<file path="src/rtl/fc_scheduler.sv">
// fc_scheduler: time-multiplexes NUM_OUT neurons onto one shared datapath for each input vector and collects the results.
// Latency: valid_out pulses NUM_OUT+PIPE_DEPTH edges after the accept edge; back-to-back rate is one vector per NUM_OUT+PIPE_DEPTH+1 cycles.
// Backpressure: ready_in is high only in IDLE, and valid_in is ignored while busy. The datapath has no stall, because its latency is fixed.
//
// Ports:
//   clk, rst             clock, asynchronous active-high reset
//   valid_in/ready_in    input vector handshake; i_data is the vector, with word 0 in the LSBs
//   dp_valid/dp_sel      issue strobe and weight/bank index to the shared datapath
//   dp_data              latched input vector, held from accept until the return to IDLE
//   dp_result            datapath output, valid PIPE_DEPTH cycles after its issue
//   o_data/valid_out     collected results (neuron k in word k) and a one-cycle completion pulse
//   busy                 high whenever the FSM is not in IDLE
// Optional feature: define FC_SCHEDULER_RELU_EN to clamp captured words that have the sign bit set to zero.
module fc_scheduler #(
  parameter int DATA_WIDTH = 32,
  parameter int NUM_IN     = 16,
  parameter int NUM_OUT    = 2,
  parameter int PIPE_DEPTH = 5,
  localparam int SEL_W     = (NUM_OUT > 1) ? $clog2(NUM_OUT) : 1
) (
  input  logic                         clk,
  input  logic                         rst,
  input  logic                         valid_in,
  input  logic [DATA_WIDTH*NUM_IN-1:0] i_data,
  output logic                         ready_in,
  output logic                         dp_valid,
  output logic [SEL_W-1:0]             dp_sel,
  output logic [DATA_WIDTH*NUM_IN-1:0] dp_data,
  input  logic [DATA_WIDTH-1:0]        dp_result,
  output logic [DATA_WIDTH*NUM_OUT-1:0] o_data,
  output logic                         valid_out,
  output logic                         busy
);

  typedef enum logic [1:0] {IDLE = 2'd0, ISSUE = 2'd1, DRAIN = 2'd2} state_t;

  localparam logic [SEL_W-1:0] LAST_SEL = SEL_W'(NUM_OUT - 1);

  state_t                              state_q, state_d;
  logic [SEL_W-1:0]                    cnt_q, cnt_d;
  logic                                vout_q, vout_d;
  logic [DATA_WIDTH*NUM_IN-1:0]        dp_data_q;
  logic [NUM_OUT-1:0][DATA_WIDTH-1:0]  o_data_q;
  // Issue tracking: stage 0 is loaded at the edge that closes an issue cycle.
  // The last stage therefore marks the edge on which that issue's result is on dp_result.
  logic [PIPE_DEPTH-1:0]               line_vld_q;
  logic [PIPE_DEPTH-1:0][SEL_W-1:0]    line_sel_q;

  logic                  accept;
  logic                  cap_vld;
  logic                  cap_last;
  logic [SEL_W-1:0]      cap_sel;
  logic [DATA_WIDTH-1:0] cap_word;

  // ready_in is gated by rst so that it reads low for the whole reset pulse.
  assign ready_in  = (state_q == IDLE) && !rst;
  assign busy      = (state_q != IDLE);
  assign dp_valid  = (state_q == ISSUE);
  assign dp_sel    = dp_valid ? cnt_q : '0;
  assign dp_data   = dp_data_q;
  assign o_data    = o_data_q;
  assign valid_out = vout_q;

  assign accept   = valid_in && ready_in;
  assign cap_vld  = line_vld_q[PIPE_DEPTH-1];
  assign cap_sel  = line_sel_q[PIPE_DEPTH-1];
  assign cap_last = cap_vld && (cap_sel == LAST_SEL);

  always_comb begin
    cap_word = dp_result;
`ifdef FC_SCHEDULER_RELU_EN
    // ReLU on the raw IEEE word: any negative value, including -0.0, becomes +0.0.
    if (dp_result[DATA_WIDTH-1]) cap_word = '0;
`endif
  end

  always_comb begin
    state_d = state_q;
    cnt_d   = cnt_q;
    vout_d  = 1'b0;
    case (state_q)
      IDLE: begin
        if (accept) begin
          state_d = ISSUE;
          cnt_d   = '0;
        end
      end
      ISSUE: begin
        if (cnt_q == LAST_SEL) begin
          state_d = DRAIN;
          cnt_d   = '0;
        end else begin
          cnt_d = cnt_q + SEL_W'(1);
        end
      end
      DRAIN: begin
        // The last index always comes out in DRAIN, because PIPE_DEPTH >= 1.
        if (cap_last) begin
          state_d = IDLE;
          vout_d  = 1'b1;
        end
      end
      default: state_d = IDLE;
    endcase
  end

  always_ff @(posedge clk or posedge rst) begin
    if (rst) begin
      state_q <= IDLE;
      cnt_q   <= '0;
      vout_q  <= 1'b0;
    end else begin
      state_q <= state_d;
      cnt_q   <= cnt_d;
      vout_q  <= vout_d;
    end
  end

  always_ff @(posedge clk or posedge rst) begin
    if (rst) begin
      dp_data_q  <= '0;
      o_data_q   <= '0;
      line_vld_q <= '0;
      line_sel_q <= '0;
    end else begin
      if (accept) dp_data_q <= i_data;
      line_vld_q[0] <= dp_valid;
      line_sel_q[0] <= dp_sel;
      for (int i = 1; i < PIPE_DEPTH; i++) begin
        line_vld_q[i] <= line_vld_q[i-1];
        line_sel_q[i] <= line_sel_q[i-1];
      end
      for (int k = 0; k < NUM_OUT; k++) begin
        if (cap_vld && (cap_sel == SEL_W'(k))) o_data_q[k] <= cap_word;
      end
    end
  end

endmodule

</file>
<file path="config.mk">
export PLATFORM = sky130hd
export DESIGN_NAME = fc_scheduler
export DESIGN_NICKNAME = d
export VERILOG_FILES = /design/src/rtl/fc_scheduler.sv
export SDC_FILE = /design/constraint.sdc
export NUM_CORES = 1
export LEC_CHECK = 0
export CAP_MARGIN = 10
export CELL_PAD_IN_SITES_DETAIL_PLACEMENT = 0
export CELL_PAD_IN_SITES_GLOBAL_PLACEMENT = 2
export CORE_AREA = 2 2 433 435
export CTS_BUF_LIST = sky130_fd_sc_hd__clkbuf_16
export DETAILED_ROUTE_END_ITERATION = 6
export DIE_AREA = 0 0 435 437
export HOLD_SLACK_MARGIN = 0.1
export PLACE_DENSITY = 0.41
export SLEW_MARGIN = 10
export SYNTH_ARGS = -nofsm -noshare
export SYNTH_HDL_FRONTEND = slang
export SYNTH_SLANG_ARGS = --single-unit
</file>
<file path="constraint.sdc">
create_clock -name clk -period 22.7 [get_ports clk]
set_input_delay 2.27 -clock clk [delete_from_list [all_inputs] [get_ports clk]]
set_output_delay 2.27 -clock clk [all_outputs]
set_load 0.01 [all_outputs]
</file>
==> flow_results.xml <==
<?xml version="1.0" encoding="UTF-8"?>
<metrics>
  <group name="worst_hold_path">
    <metric name="min-delay-start" unit="">line_sel_q[3]</metric>
    <metric name="worstHoldPathType" unit="">register to register</metric>
    <metric name="worst_hold_path.endpoint" unit="">cap_sel</metric>
    <metric name="timing.hold.worst_path_depth" unit="">0</metric>
  </group>
  <group name="critical_path">
    <metric name="max_fo_critical_path" unit="">48</metric>
    <metric name="worstPathRequired" unit="ns">23.25</metric>
    <metric name="worstSetupEndpointType" unit="">register</metric>
    <metric name="timing.setup.critical_path_class" unit="">input port to register</metric>
    <metric name="worstSetupPathDepth" unit="">7</metric>
    <metric name="worst_path_max_delay_cell" unit="">sky130_fd_sc_hd__buf_4</metric>
    <metric name="cp_slowest_stage_delay" unit="ns">0.82</metric>
    <metric name="timing.critical_path.from_type" unit="">input port</metric>
    <metric name="rr_worst_depth" unit="">6</metric>
    <metric name="path_cells" unit="">clkdlybuf4s50_1 -&gt; nor4b_4 -&gt; buf_4 -&gt; buf_4 -&gt; buf_4 -&gt; buf_4 -&gt; mux2_4</metric>
    <metric name="critical_path.reg2reg.startpoint" unit="">state_q[0]</metric>
    <metric name="most_used_cell_along_the_critical_path" unit="">sky130_fd_sc_hd__buf_4</metric>
    <metric name="path_delay_family" unit="">buffers and inverters</metric>
    <metric name="worstReg2RegEnd" unit="">dp_data[5]</metric>
    <metric name="critical_path.n_buffers_inverters" unit="">5</metric>
    <metric name="worst-r2r-setup-slack" unit="ns">18.27</metric>
    <metric name="critical_path_arrival" unit="ns">6.60</metric>
  </group>
  <group name="synth">
    <metric name="synth_enable_flop_cells" unit="">0</metric>
    <metric name="post-synth-top-count-cell" unit="">sky130_fd_sc_hd__dfrtp_1</metric>
    <metric name="synth-seq-cells" unit="">590</metric>
    <metric name="synth_largest_area_cell" unit="">sky130_fd_sc_hd__dfrtp_1</metric>
    <metric name="synth.cells.most_frequent" unit="">590 x sky130_fd_sc_hd__dfrtp_1, 400 x sky130_fd_sc_hd__mux2_4, 164 x sky130_fd_sc_hd__mux2_2, 45 x sky130_fd_sc_hd__buf_12, 12 x sky130_fd_sc_hd__mux2_1</metric>
    <metric name="synthesis.yosys.warnings" unit="">0</metric>
    <metric name="post_synth_inst_count" unit="">1250</metric>
    <metric name="syn-num-nets" unit="">1797</metric>
    <metric name="portion_of_the_post_synthesis_area_used_by_sequential_elements" unit="%">61.6</metric>
    <metric name="ys_types" unit="">23</metric>
    <metric name="dominantRegCellSynth" unit="">sky130_fd_sc_hd__dfrtp_1</metric>
    <metric name="ys_async_sr_fraction" unit="%">100</metric>
    <metric name="synth_top_area_share" unit="%">61.6</metric>
    <metric name="synth_area" unit="um2">24000</metric>
    <metric name="synthTopCellsByArea" unit="">sky130_fd_sc_hd__dfrtp_1 62%, sky130_fd_sc_hd__mux2_4 25%, sky130_fd_sc_hd__mux2_2 7.7%</metric>
    <metric name="postSynthAreaPerCell" unit="um2">19.2</metric>
  </group>
  <group name="timing">
    <metric name="final_period_minus_worst_setup_slack" unit="ns">6.05</metric>
    <metric name="timing.final.crit_share" unit="%">26.6</metric>
    <metric name="timing_worst_slew_pin_value" unit="ns">1.13</metric>
    <metric name="fmaxAchievable" unit="MHz">165</metric>
    <metric name="setup_viol" unit="">0</metric>
    <metric name="timing.max_slew.rel_slack" unit="%">24.4</metric>
    <metric name="finalClockSkew" unit="ns">0.0230</metric>
    <metric name="fin_hold_ws" unit="ns">0.347</metric>
    <metric name="totalNegativeSetupSlack" unit="ns">0</metric>
    <metric name="unrepaired_setup_endpoints_after_global_routing" unit="">false</metric>
    <metric name="timing.final.max_slew_violations" unit="">0</metric>
    <metric name="report.final.hold_viol_count" unit="">0</metric>
  </group>
  <group name="clock_tree">
    <metric name="cts_setup_buffers" unit="">0</metric>
    <metric name="cts_num_sinks" unit="">590</metric>
    <metric name="cts_hold_repair.buffers" unit="">0</metric>
    <metric name="cts.clk_slew.worst_paths" unit="ns">0.06</metric>
    <metric name="post_cts_resized" unit="">0</metric>
    <metric name="tritoncts_clock_tree" unit="">built</metric>
    <metric name="cts_htree_levels" unit="">3</metric>
    <metric name="deepest_clock_path_buffer_count" unit="">3</metric>
    <metric name="cts_made_buffers" unit="">84</metric>
    <metric name="cts_root_buffer" unit="">sky130_fd_sc_hd__clkbuf_16</metric>
    <metric name="clk_latency" unit="ns">0.68</metric>
  </group>
  <group name="global_routing">
    <metric name="grt_start_max_net_pins" unit="">115</metric>
    <metric name="grt_first_pass_wirelength" unit="um">155000</metric>
    <metric name="remaining_overflow_grt" unit="">0</metric>
    <metric name="first_global_vias" unit="">17200</metric>
    <metric name="antenna_found_initial" unit="">42</metric>
    <metric name="grt_util_overall" unit="%">11.6</metric>
  </group>
  <group name="final_layout">
    <metric name="finish.net_count" unit="">2964</metric>
    <metric name="post_route_cells_drive_above_1_share" unit="%">28.3</metric>
    <metric name="layout.filler_cells" unit="">19700</metric>
    <metric name="final-instance-count-excl-fill" unit="">4964</metric>
    <metric name="areaGrowthSynthToFinish" unit="%">66.9</metric>
  </group>
  <group name="pwr">
    <metric name="power_report.internal_total" unit="W">0.00394</metric>
    <metric name="netSwitchingFraction" unit="%">32.3</metric>
    <metric name="power_density" unit="nW/um2">146</metric>
    <metric name="sequentialPowerShare" unit="%">33.3</metric>
    <metric name="p_sw" unit="W">0.00188</metric>
    <metric name="worst_ir_drop_vdd" unit="uV">56.9</metric>
    <metric name="power.combinational.fraction" unit="%">45.3</metric>
    <metric name="power.share.clock" unit="%">21.4</metric>
    <metric name="power.static_leakage" unit="nW">16.4</metric>
  </group>
  <group name="floorplanning">
    <metric name="area_inside_the_core_boundary" unit="um2">185000</metric>
    <metric name="die_w" unit="um">435</metric>
    <metric name="fp.dieArea" unit="um2">190000</metric>
    <metric name="floorplan.initialDensity" unit="%">13.0</metric>
    <metric name="vert_die_dim" unit="um">437</metric>
    <metric name="row_count" unit="">158</metric>
    <metric name="pin_count" unit="">1128</metric>
  </group>
  <group name="detailed_routing">
    <metric name="vias" unit="">15400</metric>
    <metric name="drt-total-wl" unit="um">113000</metric>
    <metric name="route.detailed.vias_per_inst" unit="">3.10</metric>
    <metric name="drt-wirelength-per-cell" unit="um">22.7</metric>
    <metric name="drt.antenna.violating_nets" unit="">0</metric>
    <metric name="drc" unit="">0</metric>
    <metric name="drt_first_pass_iters" unit="">4</metric>
    <metric name="detailedRoute.firstIterationViolations" unit="">604</metric>
  </group>
  <group name="placement">
    <metric name="gp_congestion" unit="">0.792</metric>
    <metric name="port-buffer-count" unit="">1127</metric>
    <metric name="dp.cells" unit="">4811</metric>
    <metric name="dpl.hpwl" unit="um">89200</metric>
  </group>
  <group name="status">
    <metric name="result_of_the_run" unit="">finished, final reports clean</metric>
  </group>
  <group name="job">
    <metric name="maxCapViolCount" unit="">0</metric>
  </group>
</metrics>
==> placed cells by master (no fill, tap or decap), types with 2 or more instances in the layout <==
master / count
sky130_fd_sc_hd__mux2_4: 400
sky130_fd_sc_hd__clkinv_2: 14
sky130_fd_sc_hd__nand2_1: 2
sky130_fd_sc_hd__nand2b_1: 2
sky130_fd_sc_hd__dfrtp_1: 590
sky130_fd_sc_hd__clkinv_8: 2
sky130_fd_sc_hd__bufinv_16: 3
sky130_fd_sc_hd__clkbuf_16: 87
sky130_fd_sc_hd__or3b_2: 2
sky130_fd_sc_hd__clkinvlp_4: 3
sky130_fd_sc_hd__buf_4: 18
sky130_fd_sc_hd__diode_2: 7
sky130_fd_sc_hd__mux2_1: 12
sky130_fd_sc_hd__nor2_1: 2
sky130_fd_sc_hd__clkdlybuf4s50_1: 1127
sky130_fd_sc_hd__mux2_2: 164
sky130_fd_sc_hd__inv_1: 18
sky130_fd_sc_hd__clkinv_1: 19
==> worst register-to-register path, delay by kind of cell (launching register included) <==
family | cells | cell delay (ns)
buffers and inverters | 4 | 3.07
AND/OR/NAND/NOR | 1 | 0.31
flip-flops | 1 | 0.51
multiplexers | 1 | 0.40
==> per-stage QoR <==
step	total power [W]	setup slack [ns]	area, um2	utilization, %
6_report	0.00583	16.65	40000	21.6
5_1_grt	0.00614	16.56	40000	21.6
4_1_cts	0.00599	16.72	40000	21.6
3_5_place_dp	0.00466	15.94	37400	20.2
3_3_place_gp	0.00466	15.95	37400	20.2
2_1_floorplan	0.00305	3.92	24000	-
==> power groups by stage <==
stage	clock, W	sequential [W]	combinational [W]
floorplan	0	0.00212	0.000930
global placement	0	0.00195	0.00270
detailed placement	0	0.00195	0.00271
CTS	0.00132	0.00195	0.00272
global route	0.00136	0.00201	0.00277
finish	0.00125	0.00194	0.00264
==> final cells by class <==
type | instances | area [um2] | share of cell area (%)
sequential | 590 | 14800 | 36.9
timing repair buffer | 1146 | 11400 | 28.6
multi-input combinational | 593 | 8120 | 20.3
tap | 2480 | 3100 | 7.76
clock buffer | 87 | 2180 | 5.44
clock inverter | 59 | 370 | 0.926
antenna | 7 | 17.5 | 0.0438
inverter | 2 | 15.0 | 0.0375
==> how the worst max path moves through the flow <==
stage | start | end | slack, ns
after global placement | rst | dp_data[5] | 15.95
after detailed placement | rst | dp_data[140] | 15.94
after CTS | rst | dp_data[5] | 16.72
final | rst | dp_data[5] | 16.65
after floorplan | rst | cap_sel | 3.92
after global routing | rst | dp_data[68] | 16.56
==> metal layers <==
layer | GRT usage (%) | vias up | share of wire, %
li1 | - | 6757 | -
met1 | 12.0 | 7876 | 36
met2 | 21.3 | 570 | 53
met5 | 0 | - | 0.25
met4 | 2.56 | 44 | 1.9
met3 | 5.42 | 152 | 8.9
==> flip-flops by register name (all words and copies together), names as in the netlist <==
name / cells
dp_data: 512
o_data: 64
line_vld_q: 5
line_sel_q: 4
state_q: 2
cap_sel: 1
cnt_q: 1
valid_out: 1
==> cells by family after synthesis <==
group | count (synthesis) | share of synthesized area (%)
flops | 590 | 61.6
buf+inv | 67 | 4.57
mux | 576 | 33.3
compound gates | 3 | 0.0888
simple gates | 14 | 0.397
Note: power is estimated with default switching activity, not from simulation.
